===== src/rtl/mac_row_engine_pkg.sv =====
// Shared definitions for the word-serial row multiplier (mac_row_engine).
package mac_row_engine_pkg;

    localparam int unsigned DATA_WIDTH_DEF = 32;
    localparam int unsigned LEN_WIDTH_DEF  = 7;

    // Control FSM states
    typedef enum logic [1:0] {
        IDLE  = 2'd0,
        RUN   = 2'd1,
        FLUSH = 2'd2,
        LAST  = 2'd3
    } state_e;

    // Full-width product of two default-width words
    typedef logic [2*DATA_WIDTH_DEF-1:0] prod_t;

endpackage


===== src/rtl/mac_row_engine_mac_word.sv =====
// Combinational single-word multiply-accumulate: {o_carry, o_sum} = x*y + z + cin.
// The 2W-bit result cannot overflow: (2^W-1)^2 + 2(2^W-1) = 2^2W - 1.
module mac_word
    import mac_row_engine_pkg::*;
#(
    parameter int unsigned W = DATA_WIDTH_DEF
) (
    input  logic [W-1:0] i_x,
    input  logic [W-1:0] i_y,
    input  logic [W-1:0] i_z,
    input  logic [W-1:0] i_cin,
    output logic [W-1:0] o_sum,
    output logic [W-1:0] o_carry
);

    localparam int unsigned PW = 2 * W;

    logic [PW-1:0] w_prod;

    // Widen every operand before the arithmetic so no bits are lost
    always_comb begin
        w_prod  = PW'(i_x) * PW'(i_y) + PW'(i_z) + PW'(i_cin);
        o_sum   = w_prod[W-1:0];
        o_carry = w_prod[PW-1:W];
    end

endmodule


===== src/rtl/mac_row_engine.sv =====
// Word-serial row multiplier: R = a * B + Z + c0, B/Z streamed LSW first.
// Emits num_words sum words followed by one carry word (out_last = 1).
// Optional macro MAC_ROW_CIN_EN adds port cin_init as the initial carry c0.
module mac_row_engine
    import mac_row_engine_pkg::*;
#(
    parameter int unsigned DATA_WIDTH = DATA_WIDTH_DEF,
    parameter int unsigned LEN_WIDTH  = LEN_WIDTH_DEF
) (
    input  logic                  clk,
    input  logic                  rst,
    input  logic                  start,
    input  logic [DATA_WIDTH-1:0] a,
    input  logic [LEN_WIDTH-1:0]  num_words,
`ifdef MAC_ROW_CIN_EN
    input  logic [DATA_WIDTH-1:0] cin_init,
`endif
    input  logic                  in_valid,
    output logic                  in_ready,
    input  logic [DATA_WIDTH-1:0] b,
    input  logic [DATA_WIDTH-1:0] z,
    output logic                  out_valid,
    input  logic                  out_ready,
    output logic [DATA_WIDTH-1:0] out_data,
    output logic                  out_last,
    output logic                  busy,
    output logic                  done
);

    state_e                r_state;
    logic [DATA_WIDTH-1:0] r_a;
    logic [DATA_WIDTH-1:0] r_carry;
    logic [LEN_WIDTH-1:0]  r_len;
    logic [LEN_WIDTH-1:0]  r_count;
    logic [DATA_WIDTH-1:0] r_out_data;
    logic                  r_out_valid;
    logic                  r_out_last;
    logic                  r_done;

    logic [DATA_WIDTH-1:0] w_c0;
    logic [DATA_WIDTH-1:0] w_sum;
    logic [DATA_WIDTH-1:0] w_carry;
    logic [LEN_WIDTH-1:0]  w_count_next;
    logic                  w_out_free;
    logic                  w_in_fire;

`ifdef MAC_ROW_CIN_EN
    assign w_c0 = cin_init;
`else
    assign w_c0 = '0;
`endif

    mac_word #(
        .W (DATA_WIDTH)
    ) u_mac_word (
        .i_x     (r_a),
        .i_y     (b),
        .i_z     (z),
        .i_cin   (r_carry),
        .o_sum   (w_sum),
        .o_carry (w_carry)
    );

    // Handshake qualifiers; the output register is free when empty or being popped
    always_comb begin
        w_out_free   = !r_out_valid || out_ready;
        w_in_fire    = (r_state == RUN) && w_out_free && in_valid;
        w_count_next = r_count + 1'b1;
    end

    assign in_ready  = (r_state == RUN) && w_out_free;
    assign busy      = (r_state != IDLE);
    assign out_valid = r_out_valid;
    assign out_data  = r_out_data;
    assign out_last  = r_out_last;
    assign done      = r_done;

    // Control FSM with carry chain and registered output stage
    always_ff @(posedge clk or posedge rst) begin
        if (rst) begin
            r_state     <= IDLE;
            r_a         <= '0;
            r_carry     <= '0;
            r_len       <= '0;
            r_count     <= '0;
            r_out_data  <= '0;
            r_out_valid <= 1'b0;
            r_out_last  <= 1'b0;
            r_done      <= 1'b0;
        end else begin
            r_done <= 1'b0;
            case (r_state)
                IDLE: begin
                    if (start) begin
                        if (num_words == '0) begin
                            r_done <= 1'b1;
                        end else begin
                            r_a     <= a;
                            r_len   <= num_words;
                            r_carry <= w_c0;
                            r_count <= '0;
                            r_state <= RUN;
                        end
                    end
                end
                RUN: begin
                    if (r_out_valid && out_ready) begin
                        r_out_valid <= 1'b0;
                    end
                    // A push in the same cycle as a pop reloads the register
                    if (w_in_fire) begin
                        r_out_data  <= w_sum;
                        r_out_valid <= 1'b1;
                        r_out_last  <= 1'b0;
                        r_carry     <= w_carry;
                        r_count     <= w_count_next;
                        if (w_count_next == r_len) begin
                            r_state <= FLUSH;
                        end
                    end
                end
                FLUSH: begin
                    if (w_out_free) begin
                        r_out_data  <= r_carry;
                        r_out_valid <= 1'b1;
                        r_out_last  <= 1'b1;
                        r_state     <= LAST;
                    end
                end
                LAST: begin
                    if (out_ready) begin
                        r_out_valid <= 1'b0;
                        r_out_last  <= 1'b0;
                        r_done      <= 1'b1;
                        r_state     <= IDLE;
                    end
                end
                default: r_state <= IDLE;
            endcase
        end
    end

endmodule


===== config.mk =====
export PLATFORM = sky130hd
export DESIGN_NAME = mac_row_engine
export DESIGN_NICKNAME = d
export VERILOG_FILES = /design/src/rtl/mac_row_engine_pkg.sv /design/src/rtl/mac_row_engine_mac_word.sv /design/src/rtl/mac_row_engine.sv
export SDC_FILE = /design/constraint.sdc
export NUM_CORES = 2
export LEC_CHECK = 0
export CORE_MARGIN = 4
export CORE_UTILIZATION = 51
export DETAILED_ROUTE_END_ITERATION = 10
export GPL_ROUTABILITY_DRIVEN = 0
export PLACE_DENSITY_LB_ADDON = 0.12
export SLEW_MARGIN = 10
export SYNTH_ARGS = -nofsm -noshare
export SYNTH_HDL_FRONTEND = slang
export SYNTH_SLANG_ARGS = --single-unit
export TNS_END_PERCENT = 1

===== constraint.sdc =====
create_clock -name clk -period 7.3 [get_ports clk]
set_input_delay 1.825 -clock clk [delete_from_list [all_inputs] [get_ports clk]]
set_output_delay 1.825 -clock clk [all_outputs]
set_load 0.02 [all_outputs]

==> impl.org <==
** Global routing
- Via count of the first global-routing pass :: 34100
- Entering global routing, the biggest net connects 77 pins.
- Global-route wire length before repair :: 190000 um
- Global routing usage summed across all routing layers :: around 30%
- Summed over all layers, the global routing overflow is 0.
- Number of antenna violations at the first check in global routing :: 2

** Floorplanning
- Measured along the y axis, the die boundary spans around 290 um.
- Boundary pin count :: 145
- Area of the core :: between 0.07 and 0.08 mm2
- Die X-Extent :: 288 um
- Die area :: 0.0830 mm2
- Initial core utilization :: between 50% and 60%
- Number of rows created at floorplan :: 102

** Synthesis
- Post-Syn Area per Cell :: 9.10 um2
- Summing the areas of all fa, ha and maj instances in the mapped netlist gives 56.8% of the synthesized area.
- For this run, the leading register cell type out of synthesis is dfrtp_1.
- Combinational family with the most area after synthesis :: adder cells
- Total nets after synthesis :: ~5700
- Synthesis instantiated 74 different standard cells from the library.
- Post-Synthesis Cell Area :: 0.0400 mm2
- Share of the synthesized netlist area taken by xor and xnor gates :: 1.53%
- Synthesis produced 4396 cells.
- In this run, synthesis produced a sequential element count of 115.
- Yosys warns :: 0
- Async set-or-reset flop fraction in the synthesized netlist :: 100%
- Compound-gate portion of the synthesized area :: 5.11%
- Multiplexer share of the synthesized area :: 1.48%
- Fraction of the yosys area taken by sequential cells :: 7.20%
- Area fraction in and, or, nand and nor cells after synthesis :: 15.5%
- Number of flops mapped to enable cells by yosys :: 0

** Critical path
- Critical path fanouts, max :: 6
- Number of buffers and inverters on the critical path :: 11
- Largest delay share family, worst path :: adder cells
- Cell seen most often among critical-path stages :: fa_1
- Largest stage delay, worst path :: 0.55 ns
- The worst register-to-register path has a depth of 26.
- The most critical setup path has its startpoint at b[6].
- The critical path is of the in -> reg type.
- Worst EP arrival :: 8.91 ns
- The endpoint identified for the worst register-to-register timing path is r_carry[30]$_DFFE_PP0P_.
- Cell count along the critical path :: 30
- Setup slack on the worst reg-to-reg path comes out at -0.31 ns.
- Worst Setup Start Kind :: input port
- Worst reg2reg startpoint :: r_a[8]$_DFFE_PP0P_
- Cell at the slowest stage of the critical path :: fa_1
- The most critical setup path has its endpoint at r_carry[31]$_DFFE_PP0P_.
- Required time at the worst-slack endpoint :: 7.62 ns
- The worst setup path is captured at a flip-flop.

** Final layout
- Once layout is complete, the utilization of the core stands at 62.1%.
- Leaving out filler cells and counting taps, the final layout contains ~6000.
- After filler insertion, the fill cell instance count of the layout stands at between 6000 and 7000.
- P&R area growth vs syn :: 20.5%
- In the final design database the tool counted 6171 nets.
- Fraction of final layout cells sized beyond drive strength 1 :: 15.9%
- Total area of multi-input combinational cells :: 0.0330 mm2
- Seq. cell area :: 0.00288 mm2

** Timing
- Slew Limit Fails :: 0
- Setup slack on the critical path of the routed design comes to -1.29 ns.
- Clock Skews :: about 0.028 ns
- The final critical path takes up 118% of the cycle.
- In this run the tightest slew margin relative to its limit is 51.0%.
- Slew at the pin closest to its max-slew limit :: 0.735 ns
- In the final timing run, aggregate negative setup slack is -49.76 ns.
- Setup violations remaining at the end of the flow were counted as 53.
- Timing would allow up to 0.116 GHz.
- Hold Slack :: 0.510 ns
- RSZ-0062 raised after global routing :: true
- The final hold violation count was 0.
- Final critical-path required period :: 8.59 ns

** Run status
- The checks that failed: setup timing.
- Run status :: finished with violations

** Drt
- Vias per inst :: ~5.3
- Post-detailed-route count of antenna-violating nets :: 0
- Remaining DRCs :: 0
- Iteration-0 DRC Markers :: 2022
- Detailed routing inserted a total of 31000 vias.
- Total detailed-routing wirelength :: 117000 um
- The first detailed-routing pass took 7 iterations.
- In the final routed layout, each cell accounts on average for between 15 and 20 um.

** Place
- HPWL Detailed :: 95500 um
- Number of placed instances, taps included :: between 5000 and 6000
- Count of buffers inserted at the top-level ports :: 144

** Clocking
- CTS tree :: yes
- CTS root buf :: clkbuf_16
- No sink is reached through more buffers than the 2 on the longest clock path.
- Post-CTS clock slew at the launch and capture registers of the worst setup and hold paths :: 0.07 ns
- TritonCTS created 17 clock buffers.
- Clock latency on the worst-skew pair :: between 0.4 and 0.5 ns
- CTS hold repair buffers :: 0
- CTS saw 115 sinks.
- The H-tree was split into 4 levels.

** Min path
- The min-delay analysis places its worst path in the category reg -> reg.

** Job
- Max capacitance violation total :: 0
==> flip-flops by register name, indices dropped and copies added, names as in the netlist <==
register	cells
r_state	2
out_data	32
r_carry	32
done	1
r_a	32
r_len	7
r_count	7
out_last	1
out_valid	1
==> stage by stage <==
| stage | setup WS [ns] | area (um2) |
|---|---|---|
| after global routing | -1.57 | 48200 |
| after detailed placement | -2.17 | 46100 |
| after floorplan | -1.11 | 40100 |
| after CTS | -1.26 | 48100 |
| final | -1.29 | 48200 |
| after global placement | -2.06 | 46100 |
==> layout make-up <==
| type | count | area share [%] |
|---|---|---|
| Multi-Input combinational cell | 2971 | 68.5 |
| Timing Repair Buffer | 651 | 13.4 |
| Inverter | 1066 | 8.31 |
| Sequential cell | 115 | 5.97 |
| Tap cell | 1040 | 2.70 |
| Clock buffer | 18 | 0.891 |
| Clock inverter | 14 | 0.301 |
| Antenna cell | 1 | 0.00519 |
==> placed cells by master, fill, tap and decap left out, types with 8 or more instances in the layout <==
master           count
and2_1             458
o21ai_0             45
inv_1             1054
buf_12              68
buf_16               8
nor2_1              94
clkbuf_16           17
o21ai_1             12
o22ai_1             14
buf_6                9
nand3_1             18
a21o_1              40
buf_4              416
a21oi_2             21
nand2_1            627
ha_4                22
mux2i_1             12
fa_1               935
xnor2_1             37
clkdlybuf4s50_1    110
ha_1               257
xor2_1              23
a21oi_1             96
mux2_2              42
nand4_1             20
fa_2                24
bufbuf_16            9
and2_4              11
dlygate4sd2_1       10
nor2b_1              9
dfrtp_1            115
inv_2               11
buf_2               14
==> routing by layer <==
layer	GRT usage (%)	up-vias	wire length (um)
li1	-	13700	-
met1	38.4	16000	46800
met5	0	-	12
met4	12.0	2	5790
met2	50.7	997	57800
met3	4.94	288	6990
==> synthesized netlist by cell type (14+ instances only) <==
cell,n,area (um2)
dfrtp_1,115,2880
a21oi_1,121,606
a21o_1,40,300
ha_1,282,3530
nand2_1,633,2380
nor2_1,96,360
xor2_1,28,245
o21ai_0,58,290
xnor2_1,42,368
inv_1,1066,4000
fa_1,959,19200
clkbuf_1,226,848
o22ai_1,14,87.6
mux2_2,42,473
nand3_1,18,90.1
nand4_1,20,125
and2_1,469,2930
==> tightest hold or removal path, stage by stage, from the launching register on <==
cell and delay (ns):
dfrtp_1 0.36, nand2_1 0.05, o31ai_1 0.06
==> cell families after synthesis <==
| kind of cell | after synthesis |
|---|---|
| xor gates and xnor gates | 70 |
| AOI/OAI and AO/OA | 321 |
| buffers and inverters | 1310 |
| muxes | 54 |
| adders and majority gates | 1241 |
| and+or+nand+nor | 1285 |
| DFF | 115 |
==> worst min path at each step <==
stage | start | cells after the start | endpoint | slack, ns
3_5_place_dp | r_count[6]$_DFFE_PP0P_ | 2 | r_count[6]$_DFFE_PP0P_ | 0.50
6_report | r_count[6]$_DFFE_PP0P_ | 2 | r_count[6]$_DFFE_PP0P_ | 0.51
2_1_floorplan | r_count[6]$_DFFE_PP0P_ | 2 | r_count[6]$_DFFE_PP0P_ | 0.47
5_1_grt | r_count[6]$_DFFE_PP0P_ | 2 | r_count[6]$_DFFE_PP0P_ | 0.53
4_1_cts | r_count[6]$_DFFE_PP0P_ | 2 | r_count[6]$_DFFE_PP0P_ | 0.52
3_3_place_gp | r_count[6]$_DFFE_PP0P_ | 2 | r_count[6]$_DFFE_PP0P_ | 0.49
==> timing repair <==
action	CTS	global route
gates cloned	17	0
buffers inserted	33	1
gates resized for setup	267	33
endpoints found under the setup margin	55	54
pin swaps	125	32
Power is not shown: default switching activity piles up to over one toggle a cycle in this logic, so the estimate is an artifact.
